## src/rtl/multicycle_control.sv

```systemverilog
// Multi-cycle LEGv8 main controller: steps fetch/decode/execute/memory/writeback over a shared
// datapath, handshakes with instruction and data memories, and flags illegal opcodes and timeouts.
module multicycle_control #(
    parameter int TIMEOUT = 16,
    parameter int CNT_W   = 32
) (
    input  logic             clk,
    input  logic             rst_n,
    input  logic             run,
    input  logic [10:0]      inst31_21,
    input  logic             zero,
    input  logic             imem_ready,
    input  logic             dmem_ready,
    output logic             imem_req,
    output logic             dmem_req,
    output logic             dmem_we,
    output logic             ir_write,
    output logic             pc_write,
    output logic             pc_src,
    output logic [1:0]       ALUOp,
    output logic             alu_src,
    output logic             reg2loc,
    output logic             reg_write,
    output logic             mem_to_reg,
    output logic             error,
    output logic [CNT_W-1:0] retired
);

    typedef enum logic [2:0] {
        S_IDLE, S_FETCH, S_DECODE, S_EXEC, S_MEM, S_WB, S_ERROR
    } state_t;

    typedef enum logic [2:0] {
        C_NONE, C_LDUR, C_STUR, C_RTYPE, C_ADDI, C_CBZ, C_B
    } iclass_t;

    localparam int WAIT_W = $clog2(TIMEOUT) + 1;

    state_t            state, next_state;
    iclass_t           iclass, dec_class;
    logic [WAIT_W-1:0] wait_cnt;
    logic              retire;
    logic              waiting;
    logic              mem_ready;
    logic              timed_out;

    always_comb begin
        dec_class = C_NONE;
        casez (inst31_21)
            11'b11111000010: dec_class = C_LDUR;
            11'b11111000000: dec_class = C_STUR;
            11'b10001011000,
            11'b11001011000,
            11'b10001010000,
            11'b10101010000: dec_class = C_RTYPE;
            11'b1001000100?: dec_class = C_ADDI;
            11'b10110100???: dec_class = C_CBZ;
            11'b000101?????: dec_class = C_B;
            default:         dec_class = C_NONE;
        endcase
    end

    // The TIMEOUT-th waiting cycle is the last chance; ready arriving in that cycle still wins.
    assign waiting   = (state == S_FETCH) || (state == S_MEM);
    assign mem_ready = (state == S_FETCH) ? imem_ready : dmem_ready;
    assign timed_out = waiting && !mem_ready && (wait_cnt == WAIT_W'(TIMEOUT - 1));

    always_ff @(posedge clk or negedge rst_n) begin
        if (!rst_n) begin
            state    <= S_IDLE;
            iclass   <= C_NONE;
            wait_cnt <= '0;
            retired  <= '0;
        end else begin
            state <= next_state;
            if (state == S_DECODE)
                iclass <= dec_class;
            if (waiting && !mem_ready)
                wait_cnt <= wait_cnt + WAIT_W'(1);
            else
                wait_cnt <= '0;
            if (retire)
                retired <= retired + CNT_W'(1);
        end
    end

    always_comb begin
        next_state = state;
        retire     = 1'b0;
        imem_req   = 1'b0;
        dmem_req   = 1'b0;
        dmem_we    = 1'b0;
        ir_write   = 1'b0;
        pc_write   = 1'b0;
        pc_src     = 1'b0;
        ALUOp      = 2'b00;
        alu_src    = 1'b0;
        reg2loc    = 1'b0;
        reg_write  = 1'b0;
        mem_to_reg = 1'b0;
        error      = 1'b0;
        case (state)
            S_IDLE: begin
                if (run)
                    next_state = S_FETCH;
            end
            S_FETCH: begin
                imem_req = 1'b1;
                if (imem_ready) begin
                    ir_write   = 1'b1;
                    pc_write   = 1'b1;
                    next_state = S_DECODE;
                end else if (timed_out) begin
                    next_state = S_ERROR;
                end
            end
            S_DECODE: begin
                reg2loc    = (dec_class == C_STUR) || (dec_class == C_CBZ);
                next_state = (dec_class == C_NONE) ? S_ERROR : S_EXEC;
            end
            S_EXEC: begin
                reg2loc = (iclass == C_STUR) || (iclass == C_CBZ);
                case (iclass)
                    C_RTYPE: begin
                        ALUOp      = 2'b10;
                        next_state = S_WB;
                    end
                    C_ADDI: begin
                        alu_src    = 1'b1;
                        next_state = S_WB;
                    end
                    C_LDUR, C_STUR: begin
                        alu_src    = 1'b1;
                        next_state = S_MEM;
                    end
                    C_CBZ: begin
                        ALUOp    = 2'b01;
                        pc_write = zero;
                        pc_src   = 1'b1;
                        retire   = 1'b1;
                    end
                    C_B: begin
                        pc_write = 1'b1;
                        pc_src   = 1'b1;
                        retire   = 1'b1;
                    end
                    default: next_state = S_ERROR;
                endcase
            end
            S_MEM: begin
                dmem_req = 1'b1;
                dmem_we  = (iclass == C_STUR);
                alu_src  = 1'b1;
                reg2loc  = (iclass == C_STUR);
                if (dmem_ready) begin
                    if (iclass == C_STUR)
                        retire = 1'b1;
                    else
                        next_state = S_WB;
                end else if (timed_out) begin
                    next_state = S_ERROR;
                end
            end
            S_WB: begin
                reg_write  = 1'b1;
                mem_to_reg = (iclass == C_LDUR);
                retire     = 1'b1;
            end
            S_ERROR: begin
                error = 1'b1;
            end
            default: next_state = S_ERROR;
        endcase
        // A retiring instruction decides between another fetch and going idle on the run input.
        if (retire)
            next_state = run ? S_FETCH : S_IDLE;
    end

endmodule

```

## config.mk

```make
export PLATFORM = sky130hd
export DESIGN_NAME = multicycle_control
export DESIGN_NICKNAME = d
export VERILOG_FILES = /design/src/rtl/multicycle_control.sv
export SDC_FILE = /design/constraint.sdc
export NUM_CORES = 1
export LEC_CHECK = 0
export CAP_MARGIN = 15
export CORE_MARGIN = 3
export CORE_UTILIZATION = 40
export CTS_CLUSTER_SIZE = 25
export DETAILED_ROUTE_END_ITERATION = 8
export HOLD_SLACK_MARGIN = 0.03
export PLACE_DENSITY = 0.67
export SYNTH_ARGS = -nofsm -noshare
export SYNTH_HDL_FRONTEND = slang
export SYNTH_SLANG_ARGS = --single-unit
```

## constraint.sdc

```tcl
create_clock -name clk -period 2.5 [get_ports clk]
set_input_delay 0.5 -clock clk [delete_from_list [all_inputs] [get_ports clk]]
set_output_delay 0.5 -clock clk [all_outputs]
set_load 0.01 [all_outputs]
```

; ---- Yosys cells after proc, flatten, opt, wreduce, memory -nomap -nowiden
; Cells that the tools add are included.
[totals]
latch_bits = 0
mem_bits_ro = 0
reg_bits = 43
mem_bits_rw = 0
word_cells = 82
memories = 0
[classes]
n_bitwise = 0
mul = 0
n_eq_ne = 28
n_addsub = 2
muxes = 33
n_lt_le_gt_ge = 0
reduce_logical = 15
shifts = 0
div_mod_pow = 0
[op_table]
columns = op, count
row1 = $eq A11 B11 Y1 const B, 6
row2 = $pmux W3 S6, 2
row3 = $add A32 B1 Y32 const B, 1
row4 = $eq A3 B3 Y1 const B, 7
row5 = $mux W3, 7
row6 = $eq A3 B2 Y1 const B, 5
row7 = $mux W1, 15
row8 = $eq A10 B10 Y1 const B, 1
row9 = $pmux W3 S3, 1
row10 = $eq A8 B8 Y1 const B, 1
row11 = $reduce_or A2 Y1, 4
row12 = $eq A3 B1 Y1 const B, 2
row13 = $eq A6 B3 Y1 const B, 1
row14 = $logic_not A3 Y1, 2
row15 = $ne A3 B3 Y1 const B, 2
row16 = $pmux W1 S2, 3
row17 = $pmux W1 S3, 2
row18 = $add A5 B1 Y5 const B, 1
row19 = $eq A5 B4 Y1 const B, 1
row20 = $mux W5, 1
row21 = $ne A4 B4 Y1 const B, 1
row22 = $pmux W2 S2, 1
row23 = $reduce_and A4 Y1, 1
row24 = $reduce_or A4 Y1, 1
row25 = other kinds (6), 9

; ---- Depth between registers and ports, before layout
[depth]
depth_word = 9
ltp_mapped = 8

; ---- Least setup slack after synthesis
; OpenSTA, ideal clock, no wires.
[synth_path]
kind = in2out
from = input inst31_21[5]
to = output reg2loc
stages = 4
required_time_ps = 2000
path_slack_ps = 267
t_arrival_ps = 1733
path_cell_list = or4b_2 -> o31ai_1 -> nand2_1 -> o221ai_1
[synth_between]
elab_chain_cells = 6
word_cells_on_any_way = 15
classes_between = 11 x eq/ne / 2 x mux / 2 x reduce/logical
[synth_lines]
columns = item, line_no
row1 = from (decl), 10  ; input logic [10:0] inst31_21,
row2 = $eq A11 B11 Y1, 49  ; casez (inst31_21)
row3 = $reduce_or A4 Y1, 49
row4 = $pmux W3 S6 (*), 49
row5 = $eq A3 B2 Y1 or $eq A3 B3 Y1 (tied branches), 118  ; reg2loc = (dec_class == C_STUR) || (dec_class == C_CBZ);
row6 = $logic_or A1 B1 Y1 (*), 118
row7 = $pmux W1 S3 (*), 102  ; case (state)
row8 = to (decl), 22  ; output logic reg2loc,
; Mark *: on every way between the ends. The rest lies on a longest branch, timed or not.

; ---- Worst setup path in the final report
[layout_path]
from = input inst31_21[3]
to = output reg2loc
; Same word-level chain as after synthesis.

==> impl_summary.md <==
Placement
The worst setup timing slack at the placement stage is -691 ps. The post-DP HPWL is 4.29 mm. During placement, the flow inserted port buffers numbering 61.

In this run the cell area measured after placement is 0.00320 mm^2. The final weighted congestion in routability-driven placement is 0.792.

Yosys
Counting flops and latches in the post-synthesis netlist gives 43. The net count after synthesis is 258. Among all flip-flop cells after synthesis, the most frequent one is sky130_fd_sc_hd__dfrtp_1. Synthesis instantiated 52 different standard cells from the library. The post-synthesis instance total is 238. The mapped cell area is 0.00242 mm^2. Of the synthesized area, sequential elements account for 0.444. The fraction of registers with async set or reset after synthesis is 1.00. In this run, synthesis inferred 0 flip-flops with an integrated enable. In this run the mean area of a mapped cell was 10.2 um^2. The number of warnings printed during yosys synthesis is 0.

Drt
In the routed layout, each cell is associated on average with a via count of 5.21. In this run, the number of DRC markers left after iteration 0 of detailed routing was 89. Across all layers, the routed design uses 2033 vias. The wire length per cell is 14.3 um.

Before antenna repair, the detailed router went through 4 iterations. Once detail routing completed, the nets flagged for antenna violations numbered 0. The count of unresolved DRC violations after routing is 0.

After detailed routing, the total wire length is 5.59 mm.

CTS
The clock-pin transition on the worst setup and hold timing paths is 70 ps. Buffers inserted during clock tree synthesis total 5. Clock latency on the worst-skew pair, taken at its later pin, is 290 ps.

TritonCTS built the clock tree. The clock drives 43 sinks. The number of buffers between clock root and the deepest sink is 2. The clock tree root driver cell is sky130_fd_sc_hd__clkbuf_8. The CTS H-tree depth is 2.

Global routing
The global routing's busiest layer is met2. In the global route stage, met2 resource usage came out at 0.263. The overall global routing resource usage is 0.171. The global-route track usage on met1 is 0.240. The initial antenna violation count is 0. The global route total overflow is 0. The global routing met3 resource utilization is 0.0316. The pin count of the biggest net entering global routing is 19.

The first global-routing pass estimated 9.91 mm of wire. The via count of the first global-routing pass is 2065.

STA
The number of failing hold endpoints at the final stage is 0. Setup repair after global routing left no endpoint under its margin. Setup total negative slack on the finished layout was measured at 0 ps. On the final layout, the worst hold slack is 124 ps. The remaining max-slew budget at the tightest pin is 0.613. For the final database, setup skew stands at 4.64 ps.

The count of endpoints failing setup in the final report is 0. The number of max-slew violations in the final report was 0. Subtracting the final worst setup slack from the clock period gives 2420 ps. The final worst slack is 75.0 ps.

The highest clock frequency the design can meet is 0.412 GHz. In the finished design, the share of the clock period the worst path needs comes to 0.970. The transition time at the pin with the least slew margin is 581 ps.

Critical path
The family with the most delay on the worst path is simple AND/OR/NAND/NOR gates. The signal on the critical path passes through clkdlybuf4s50_1 > or4b_4 > o31ai_2 > nand2_1 > o221ai_1 > buf_2. The number of buffers and inverters on the critical path is 2. STA classifies the critical path endpoint as an output port. The largest fanout on the critical path is 2. The critical path is of the primary input to output port type.

The slowest library cell on the worst path is sky130_fd_sc_hd__or4b_4. The required time of the worst setup path is 2000 ps. STA classifies the critical path startpoint as a primary input. The worst stage delay on the critical path is 550 ps.

The arrival time at the worst endpoint is 1920 ps.

Die
The die footprint is 0.00702 mm^2. In this run the horizontal extent of the chip is 83.8 um. The core region is 0.00568 mm^2. The y dimension of the die is 83.8 um. The effective utilization at floorplan is 0.427.

During I/O placement, the number of pins put on the boundary was 62. The number of placement rows is 27.

Cells and area
The final layout contains 337 nets. The relative area change from synthesis to final layout is 37.9%. The core occupancy in the finished layout is 0.588.

Summing all non-filler instances in the final layout gives an area of 0.00334 mm^2. The fraction of layout instances using a drive strength above 1 is 0.157. The antenna diode count is 0.

Worst hold path
The worst min-delay path class is primary input to async pin.

Job
The tool flagged a number of max-cap violations equal to 0.

Power and ir drop
The analysis attributes to cell leakage a power of 1.37 nW. VDD sags by at most 0.000345 V. In this run the power density over the cells is 747 mW/mm^2.

Outcome
The flow ran to the end, and the final reports show no timing, DRC or antenna violations.
## worst reg2reg max path: stages (launching register included)
cell and delay (ps):
sky130_fd_sc_hd__dfrtp_2 490, sky130_fd_sc_hd__nand4b_2 280, sky130_fd_sc_hd__o21a_4 290, sky130_fd_sc_hd__a2111oi_4 610
sky130_fd_sc_hd__nand3_1 170, sky130_fd_sc_hd__xnor2_1 170
## cell usage after synthesis, types with 3 or more instances
master / number / share of area
sky130_fd_sc_hd__nor2b_1: 6 / 0.016
sky130_fd_sc_hd__nand4_1: 9 / 0.023
sky130_fd_sc_hd__a31oi_1: 3 / 0.0078
sky130_fd_sc_hd__a21oi_1: 5 / 0.010
sky130_fd_sc_hd__nand2_1: 14 / 0.022
sky130_fd_sc_hd__dfrtp_1: 43 / 0.44
sky130_fd_sc_hd__ha_1: 3 / 0.016
sky130_fd_sc_hd__or4b_2: 3 / 0.012
sky130_fd_sc_hd__o22ai_1: 4 / 0.010
sky130_fd_sc_hd__nand3_1: 18 / 0.037
sky130_fd_sc_hd__and3_1: 9 / 0.023
sky130_fd_sc_hd__nor3_1: 4 / 0.0083
sky130_fd_sc_hd__inv_1: 8 / 0.012
sky130_fd_sc_hd__xnor2_1: 29 / 0.10
sky130_fd_sc_hd__and4_1: 5 / 0.018
sky130_fd_sc_hd__xor2_1: 6 / 0.022
sky130_fd_sc_hd__nor2_1: 21 / 0.033
## per-layer routing
layer / up-vias / share of wire
met5: - / 0
met4: 0 / 0.014
met3: 8 / 0.030
met2: 40 / 0.46
met1: 977 / 0.49
li1: 1008 / -
## sequential cells by signal, indices dropped and copies added (netlist names)
name	flops
retired	32
wait_cnt	5
iclass	3
state	3
## per-stage QoR
stage	std cells	power, mW
3_3_place_gp	382	2.01
2_1_floorplan	238	1.63
6_report	390	2.49
4_1_cts	390	2.49
3_5_place_dp	382	2.02
5_1_grt	390	2.67
## final timing paths
kind | start | end | slack [ps] | depth (start not counted)
worst max-delay path | inst31_21[3] | reg2loc | 80 | 6
worst min-delay path | rst_n | wait_cnt[2]$_DFF_PN0_ | 120 | 1
worst max register to register | state[2]$_DFFE_PN0P_ | retired[26]$_DFFE_PN0P_ | 360 | 5
worst min register to register | wait_cnt[0]$_DFF_PN0_ | wait_cnt[0]$_DFF_PN0_ | 460 | 1
max in group asynchronous | rst_n | retired[18]$_DFFE_PN0P_ | 1820 | 2
min in group clk | wait_cnt[0]$_DFF_PN0_ | wait_cnt[0]$_DFF_PN0_ | 460 | 1
## placed cells by master, fill, tap and decap left out, types with 3 or more instances in the layout
cell / count
sky130_fd_sc_hd__a31oi_1: 3
sky130_fd_sc_hd__nor2_1: 21
sky130_fd_sc_hd__clkbuf_8: 7
sky130_fd_sc_hd__ha_1: 3
sky130_fd_sc_hd__and4_1: 5
sky130_fd_sc_hd__buf_4: 18
sky130_fd_sc_hd__a21oi_1: 5
sky130_fd_sc_hd__dfrtp_1: 40
sky130_fd_sc_hd__nand2_1: 14
sky130_fd_sc_hd__clkdlybuf4s50_1: 55
sky130_fd_sc_hd__nand3_1: 18
sky130_fd_sc_hd__nand4_1: 9
sky130_fd_sc_hd__xor2_1: 6
sky130_fd_sc_hd__nor2b_1: 6
sky130_fd_sc_hd__nor3_1: 4
sky130_fd_sc_hd__inv_1: 8
sky130_fd_sc_hd__xnor2_1: 29
sky130_fd_sc_hd__o22ai_1: 4
sky130_fd_sc_hd__dfrtp_2: 3
sky130_fd_sc_hd__and3_1: 9
sky130_fd_sc_hd__dlygate4sd2_1: 4
## cell families (layout without fill, tap and decap cells)
kind of cell | after synthesis | after routing | share of synthesized area
buffers and inverters | 16 | 96 | 0.0351
flip-flops | 43 | 43 | 0.444
AND/OR/NAND/NOR | 107 | 107 | 0.260
adder cells (fa/ha/maj) | 3 | 3 | 0.0155
AO/OA/AOI/OAI | 31 | 31 | 0.104
XOR/XNOR | 35 | 35 | 0.127
multiplexers | 3 | 3 | 0.0134
## what timing repair did
action                                  CTS  global route
pin swaps                                 4             3
buffers inserted                          0             0
hold buffers                              0             0
gates resized for setup                  13             6
endpoints found under the setup margin    1             4
endpoints found under the hold margin     0             0
cloned                                    0             0
## layout make-up
type / count / area (um^2)
Multi-Input combinational cell: 179 / 1300
Tap cell: 72 / 90.1
Inverter: 8 / 30.0
Sequential cell: 43 / 1080
Timing Repair Buffer: 80 / 742
Clock buffer: 8 / 100
Fill cell: 529 / 2340
## power by group
group / total [mW] / switching (mW) / internal (mW) / leakage (nW)
registers: 1.02 / 0.217 / 0.807 / 0.566
logic: 0.999 / 0.445 / 0.554 / 0.750
clock network: 0.470 / 0.218 / 0.252 / 0.0515
Power figures use the tool's default switching activity.
